File: src/rtl/led_pattern_pkg.sv
// Shared phase encoding and pattern constants for the 16-LED pattern generator and its checker.
package led_pattern_pkg;

   localparam int LED_W = 16;

   typedef enum logic [2:0] {
      HUNT   = 3'd0,
      ALL_ON = 3'd1,
      FLASH  = 3'd2,
      SHIFT  = 3'd3,
      EXPAND = 3'd4,
      GAP    = 3'd5
   } phase_t;

   localparam logic [LED_W-1:0] PAT_ALL   = 16'hFFFF;
   localparam logic [LED_W-1:0] PAT_FLASH = 16'hAAAA;
   localparam logic [LED_W-1:0] PAT_SEED  = 16'h0180;
   localparam logic [LED_W-1:0] PAT_ZERO  = 16'h0000;

   // dir = 1 moves the pattern toward the MSB.
   function automatic logic [LED_W-1:0] shift_step(input logic [LED_W-1:0] p, input logic d);
      return d ? (p << 1) : (p >> 1);
   endfunction

   // Both halves move outward (grow) or inward (shrink) from the centre pair.
   function automatic logic [LED_W-1:0] expand_step(input logic [LED_W-1:0] p, input logic d);
      return d ? {1'b0, p[15:9], p[6:0], 1'b0} : {p[14:8], 2'b11, p[7:1]};
   endfunction

endpackage

File: src/rtl/led_next_pattern.sv
// Combinational predictor: given the tracked phase, the previous pattern and dir, produce the
// expected next pattern and the phase to take if it matches.
import led_pattern_pkg::*;

module led_next_pattern (
   input  phase_t            phase_i,
   input  logic [LED_W-1:0]  prev_i,
   input  logic              dir_i,
   output logic [LED_W-1:0]  exp_o,
   output phase_t            phase_nxt_o
);

   always_comb begin
      exp_o       = PAT_ZERO;
      phase_nxt_o = HUNT;
      unique case (phase_i)
         // In HUNT the only acceptable lock point is all-on.
         HUNT: begin
            exp_o       = PAT_ALL;
            phase_nxt_o = ALL_ON;
         end
         ALL_ON: begin
            exp_o       = PAT_FLASH;
            phase_nxt_o = FLASH;
         end
         FLASH: begin
            exp_o       = shift_step(prev_i, dir_i);
            phase_nxt_o = SHIFT;
         end
         SHIFT: begin
            if (prev_i == PAT_ZERO) begin
               exp_o       = PAT_SEED;
               phase_nxt_o = EXPAND;
            end else begin
               exp_o       = shift_step(prev_i, dir_i);
               phase_nxt_o = SHIFT;
            end
         end
         EXPAND: begin
            if (prev_i == PAT_ALL) begin
               exp_o       = PAT_ZERO;
               phase_nxt_o = GAP;
            end else begin
               exp_o       = expand_step(prev_i, dir_i);
               phase_nxt_o = EXPAND;
            end
         end
         GAP: begin
            exp_o       = PAT_FLASH;
            phase_nxt_o = FLASH;
         end
         default: begin
            exp_o       = PAT_ZERO;
            phase_nxt_o = HUNT;
         end
      endcase
   end

endmodule

File: config.mk
export PLATFORM = sky130hd
export DESIGN_NAME = led_next_pattern
export DESIGN_NICKNAME = d
export VERILOG_FILES = /design/src/rtl/led_pattern_pkg.sv /design/src/rtl/led_next_pattern.sv
export SDC_FILE = /design/constraint.sdc
export NUM_CORES = 1
export LEC_CHECK = 0
export CAP_MARGIN = 10
export CORE_UTILIZATION = 25
export DETAILED_ROUTE_END_ITERATION = 8
export GPL_TIMING_DRIVEN = 0
export MAX_ROUTING_LAYER = met4
export PLACE_DENSITY_LB_ADDON = 0.2
export SLEW_MARGIN = 10
export SYNTH_ARGS = -nofsm -noshare
export SYNTH_HDL_FRONTEND = slang
export SYNTH_SLANG_ARGS = --single-unit
File: constraint.sdc
create_clock -name vclk -period 2.4
set_clock_uncertainty 0.1 [all_clocks]
set_input_delay 0.48 -clock vclk [all_inputs]
set_output_delay 0.48 -clock vclk [all_outputs]
set_load 0.1 [all_outputs]
After elaboration in Yosys (flattened, before gate mapping)

Cells that the tools add are included.

Register bits: 0
Input bits: 20
Output and inout bits: 19
Logic and storage cells: 17

Equal/unequal tests: 6
Muxes and demuxes: 8
Reductions and logical operators: 3

Operator list:

| kind                   | count |
|---|---|
| $pmux W16 S5           | 1 |
| $mux W16               | 4 |
| $eq A16 B16 Y1 const B | 1 |
| $logic_not A16 Y1      | 1 |
| $pmux W3 S5            | 1 |
| $eq A3 B2 Y1 const B   | 2 |
| $eq A3 B3 Y1 const B   | 2 |
| $eq A3 B1 Y1 const B   | 1 |
| $logic_not A3 Y1       | 1 |
| $mux W3                | 1 |
| $reduce_or A2 Y1       | 1 |
| $mux W1                | 1 |

Depth between registers and ports, before layout

Gate-level depths: netlist of run 1.

Word-level depth: 3
Gate-level depth with buffers: 6

Least setup slack after synthesis of run 1

Ideal clock, no wire load.

Path type: input to output
From: input phase_i[2]
To: output exp_o[11]
Arrival time: 3016 ps
Setup slack: -1196 ps
Stages: 6
Path buffers: 2
Cell sequence: buf_2 > inv_1 > nor3_1 > clkbuf_1 > nand3_1 > a32oi_1

Longest elaborated chain between the ends: 3
Elaborated cells on any way between the ends: 8

Ends and longest elaborated chain:

| what                                         | RTL line               | text |
|---|---|---|
| start: declaration                           | led_next_pattern.sv:6  | `input phase_t phase_i,` |
| $eq A3 B3 Y1 or $eq A3 B1 Y1 (tied branches) | led_next_pattern.sv:16 | `unique case (phase_i)` |
| $reduce_or A2 Y1 (no source line)            | --                     |  |
| $pmux W16 S5 (*)                             | led_next_pattern.sv:16 |  |
| end: declaration                             | led_next_pattern.sv:9  | `output logic [LED_W-1:0] exp_o,` |

Mark *: on every way between the ends. The rest lies on a longest branch, timed or not.

Worst setup path after layout of run 1

From: input prev_i[1]
To: output exp_o[8]

Longest elaborated chain between the ends: 3
Elaborated cells on any way between the ends: 5

Ends and longest elaborated chain:

| what                                                | RTL line                                       | text |
|---|---|---|
| start: declaration                                  | led_next_pattern.sv:7                          | `input logic [LED_W-1:0] prev_i,` |
| $eq A16 B16 Y1 or $logic_not A16 Y1 (tied branches) | led_next_pattern.sv:40, led_next_pattern.sv:31 |  |
| $mux W16 (on tied branches)                         | led_next_pattern.sv:40, led_next_pattern.sv:31 |  |
| $pmux W16 S5 (*)                                    | led_next_pattern.sv:16                         |  |

Marked as above.

==> results of run 1 <==
routing by layer:
metal,track usage [%],vias to the layer above
met5,-,-
met3,1.79,10
met4,5.41,0
met1,34.9,510
met2,51.1,43
li1,-,501
synth_stat cells (2+ instances only):
library cell,instances,share of area [%]
a211o_1,2,2.9
a211oi_1,10,12
a21oi_1,7,5.8
a31oi_1,8,8.2
a32oi_1,6,8.7
buf_2,2,1.6
clkbuf_1,4,2.5
inv_1,3,1.9
nand2_1,8,4.9
nand2b_1,4,4.1
nand3_1,9,7.4
nand4_1,4,4.1
nor2_1,2,1.2
nor2b_1,7,7.2
nor3_1,2,1.6
nor4_1,2,2.1
or4_1,2,2.5
timing repair:
| item | 4_1_cts | 5_1_grt |
|---|---|---|
| cloned | 1 | 0 |
| buffers inserted | 16 | 4 |
| setup endpoints to repair | 19 | 19 |
| pin swaps | 20 | 15 |
| gates resized for setup | 259 | 14 |
per-stage QoR:
stage	utilization, %	hold WS (ps)	worst slack (ps)	cell area (um^2)	cells
2_1_floorplan	-	1110	-515	923	94
3_3_place_gp	59.4	2120	-1790	1340	160
3_5_place_dp	59.4	2120	-1800	1340	160
4_1_cts	73.9	1300	-571	1670	177
5_1_grt	75.4	1310	-506	1700	179
6_report	75.4	1300	-466	1700	179
placed cells by master (no fill, tap or decap), drive strengths merged:
cell type | Yosys | layout
mux2i | 1 | 1
nor2b | 7 | 7
nor4 | 2 | 2
a311o | 1 | 1
a211oi | 10 | 10
o21ai | 2 | 2
o221ai | 1 | 1
a21bo | 1 | 1
a211o | 2 | 2
or4 | 3 | 3
nand4 | 4 | 4
clkdlybuf4s15 | 0 | 1
or2 | 1 | 1
a21oi | 7 | 7
nor3 | 2 | 2
nand3 | 9 | 9
buf | 3 | 59
nor2 | 2 | 2
clkinvlp | 0 | 1
nor4b | 1 | 1
nand2 | 8 | 8
inv | 3 | 2
or3 | 1 | 1
clkbuf | 4 | 3
a32oi | 6 | 6
nand2b | 4 | 4
a31oi | 8 | 8
dlygate4sd2 | 0 | 1
a21o | 1 | 1
kinds of logic (layout without fill, tap and decap cells):
family	after synthesis	in the layout
mux	1	1
simple gates	44	44
buf+inv	10	67
compound gates	39	39
area by class of cell:
class	instances	area (um^2)	share of cell area [%]
multi-input combinational	84	905	53.2
tap	28	35.0	2.06
buffer	7	100	5.89
timing repair buffer	57	646	38.0
inverter	3	15.0	0.883
power by group through the flow:
stage	registers (mW)	logic (mW)	clock network, mW
after floorplan	0	0.349	0
after global placement	0	0.466	0
after detailed placement	0	0.468	0
after CTS	0	0.545	0
after global routing	0	0.578	0
final	0	0.560	0
worst max-delay path, cell delays in order:
cell     delay (ps)
buf_8           100
or4_4           520
or4_4           530
nor4b_4         300
a311o_2         190
buf_12          170
final timing paths:
| path | start | endpoint | cells after the start |
|---|---|---|---|
| worst min-delay path | prev_i[10] | exp_o[11] | 4 |
| worst max-delay path | prev_i[1] | exp_o[8] | 6 |
==> impl_metrics.json, run 1 <==
{
  "synth_top_family_by_area": "compound AO/OA/AOI/OAI gates",
  "num_vias": 1064,
  "grt_pass1_vias": 1088,
  "hold_class": "in2out",
  "synth_xor_area_share_pct": 0,
  "fmax_mhz": 349,
  "clock_power_share_pct": 0,
  "num_io_pins": 39,
  "yosysSeqAreaShare_pct": 0,
  "power.density_mw_per_mm2": 330,
  "synthToLayoutAreaGrowth_pct": 180,
  "comb_power_share_pct": 100.0,
  "grt_first_pass_wirelength_mm": 5.56,
  "min_period_over_period_pct": 119,
  "hold_buffers": 0,
  "dieArea_mm2": 0.00263,
  "p_int_mw": 0.203,
  "seq_power_share_pct": 0,
  "rsz0062_at_grt": "yes",
  "setup_viol": 19,
  "seq_cells": 0,
  "antenna_cells": 0,
  "num-nets-final": 173,
  "setup_slack_ps": -466,
  "wl_met2_mm": 1.67,
  "syn_area_um2": 607,
  "dr_wl_met3_um": 113,
  "failed_checks": "setup timing",
  "gp_congestion": 0.892,
  "seqCellArea_um2": 0,
  "final_antenna_net_count": 0,
  "fill_cells": 165,
  "layout_min_cycle_time_ps": 2870,
  "drtIter0Drc": 20,
  "endpoint_kind": "output port",
  "syn_area_per_cell_um2": 6.46,
  "switching_share_pct": 63.8,
  "worst-path-max-fanout": 3,
  "synth-compound-area-share_pct": 48.7,
  "m1WireLength_mm": 1.42,
  "drive_gt1_share_pct": 69.5,
  "finalMaxSlewViolations": 0,
  "run_status": "complete, but fails checks",
  "grtUsageTotal_pct": 28.4,
  "switching_power_mw": 0.358,
  "viasPerCell": 5.94,
  "hold_violations": 0,
  "start_kind": "primary input",
  "n_clock_buffer": 0,
  "tightestPinTransition_ps": 485,
  "setup_tns_ps": -6590,
  "slew_headroom_pct": 67.7,
  "synth-simple-area-share_pct": 43.1,
  "worstSetupPathType": "in2out",
  "grt_antenna_before_repair": 0,
  "power_mw": 0.560,
  "power_leakage_nw": 0.614,
  "die_w_um": 51.3,
  "highest_layer": "met4",
  "synth_nets": 114,
  "overflow": 0,
  "io_buffers": 38,
  "wire_per_inst_um": 18.5,
  "vdd_drop_max_uv": 257,
  "initial_core_util_pct": 26.9,
  "synthMuxAreaShare_pct": 1.65,
  "dp_hpwl_mm": 2.06,
  "firstDrtPassIters": 4,
  "yosys_warnings": 0,
  "die_h_um": 51.3,
  "drc": 0,
  "postSynthCellCount": 94,
  "grt_start_max_net_pins": 11,
  "cp.required_ps": 1820,
  "synth_fa_ha_area_share_pct": 0,
  "synth.distinct_cells": 29,
  "coreArea_mm2": 0.00225,
  "wl_mm": 3.31,
  "drv_cap": 0,
  "num_rows": 17,
  "crit_arrival_ps": 2290
}
Note: power is estimated with default switching activity, not from simulation.
==> run 2, diff against run 1 <==
- GPL_TIMING_DRIVEN: 0 -> not set
- MAX_ROUTING_LAYER: met4 -> not set
==> impl_metrics.json, run 2 (synthesis results as in run 1) <==
{
  "drc": 0,
  "grt_start_max_net_pins": 12,
  "fmax_mhz": 346,
  "drive_gt1_share_pct": 73.9,
  "min_from": "prev_i[10]",
  "initial_core_util_pct": 26.9,
  "wl_mm": 5.14,
  "seq_cells": 0,
  "failed_checks": "setup timing",
  "worstSetupPathType": "in2out",
  "dpl_cell_area_mm2": 0.00183,
  "num-nets-final": 202,
  "drv_cap": 0,
  "hold_class": "in2out",
  "coreArea_mm2": 0.00225,
  "vdd_drop_max_uv": 344,
  "die_h_um": 51.3,
  "finalMaxSlewViolations": 0,
  "pre_cts_slack_ps": -906,
  "wire_per_inst_um": 24.7,
  "crit_family": "simple AND/OR/NAND/NOR gates",
  "setup_viol": 19,
  "seqCellArea_um2": 0,
  "num_vias": 1307,
  "comb_power_share_pct": 100.0,
  "n_clock_buffer": 0,
  "hold_violations": 0,
  "grt_antenna_before_repair": 0,
  "cp_slowest_cell": "or4_1",
  "slew_headroom_pct": 62.6,
  "timing.critical_path.buf_inv": 3,
  "max_stage_delay_ps": 520,
  "worst-path-max-fanout": 5,
  "num_rows": 17,
  "grt_pass1_vias": 1318,
  "setup_slack_ps": -490,
  "power.density_mw_per_mm2": 321,
  "cp.required_ps": 1820,
  "drtIter0Drc": 47,
  "viasPerCell": 6.28,
  "tightestPinTransition_ps": 558,
  "dieArea_mm2": 0.00263,
  "antenna_cells": 0,
  "grtUsageTotal_pct": 35.0,
  "crit_arrival_ps": 2310,
  "dp_hpwl_mm": 3.07,
  "firstDrtPassIters": 4,
  "finish.instance_area_mm2": 0.00207,
  "run_status": "complete, but fails checks",
  "seq_power_share_pct": 0,
  "io_buffers": 39,
  "power_mw": 0.664,
  "setup_tns_ps": -6910,
  "mostFrequentLayoutCell": "buf_4",
  "num_io_pins": 39,
  "final_cell_mix": "43 x buf_4, 22 x buf_12, 13 x clkbuf_2, 9 x a211oi_1, 8 x a31oi_4",
  "rsz0062_at_grt": "yes",
  "layout_min_cycle_time_ps": 2890,
  "start_kind": "primary input",
  "hold_end": "exp_o[11]",
  "min_period_over_period_pct": 120,
  "die_w_um": 51.3,
  "synthToLayoutAreaGrowth_pct": 241,
  "endpoint_kind": "output port",
  "hold_path_depth": 5,
  "switching_share_pct": 60.9,
  "gp_congestion": 0.837,
  "switching_power_mw": 0.404,
  "overflow": 0,
  "p_int_mw": 0.260,
  "clock_power_share_pct": 0,
  "final_antenna_net_count": 0,
  "power_leakage_nw": 0.800,
  "crit_path_cell_trace": "buf_6 -> or4_1 -> or4_4 -> o21ai_4 -> clkbuf_16 -> a31oi_4 -> buf_12",
  "grt_first_pass_wirelength_mm": 6.73
}
run 2: cell count changes in the layout (fill, tap and decap cells not counted), sizes merged:
cell,delta
dlygate4sd2,+2
clkinvlp,-1
inv,+1
clkdlybuf4s15,-1
clkbuf,+12
dlymetal6s2s,+1
buf,+15
run 2: worst max path at each step:
stage | endpoint | from | cells past startpoint
after floorplan | exp_o[0] | prev_i[6] | 4
after global placement | exp_o[8] | prev_i[8] | 6
after detailed placement | exp_o[8] | prev_i[8] | 6
after CTS | exp_o[8] | prev_i[1] | 6
after global routing | exp_o[4] | prev_i[1] | 7
final | exp_o[4] | prev_i[1] | 7
run 2: worst min-delay path, stage by stage:
cell and delay [ps]:
buf_2 120, buf_4 150, nand3_4 90, a32oi_4 60, buf_12 160
run 2: through the flow:
stage / cells / utilization [%] / hold slack, ps
5_1_grt: 208 / 91.7 / 1450
2_1_floorplan: 94 / - / 1110
3_3_place_gp: 198 / 81.3 / 1790
3_5_place_dp: 198 / 81.3 / 1790
6_report: 208 / 91.7 / 1450
4_1_cts: 202 / 88.3 / 1440
run 2: per-layer routing:
metal  vias to the layer above  share of wire, %  GRT usage (%)
met1                       633                37           38.2
met2                        83                53           67.5
met4                         0               5.5           12.6
met3                        32               5.3           4.46
li1                        559                 -              -
met5                         -                 0              0
run 2: power by group through the flow:
stage / registers (mW) / clock network, mW / logic [mW]
6_report: 0 / 0 / 0.664
3_5_place_dp: 0 / 0 / 0.606
2_1_floorplan: 0 / 0 / 0.349
3_3_place_gp: 0 / 0 / 0.595
5_1_grt: 0 / 0 / 0.678
4_1_cts: 0 / 0 / 0.628
run 2: timing repair:
item,in CTS,in global routing
gates cloned,0,2
buffers inserted,4,5
hold buffers,0,0
endpoints found under the setup margin,19,19
resized for setup,55,36
pin swaps,8,17
run 2: final cells by class:
cell class / count / area, um^2
fill: 88 / 186
inverter: 3 / 11.3
multi-input combinational: 84 / 998
tap: 28 / 35.0
timing repair buffer: 93 / 1020
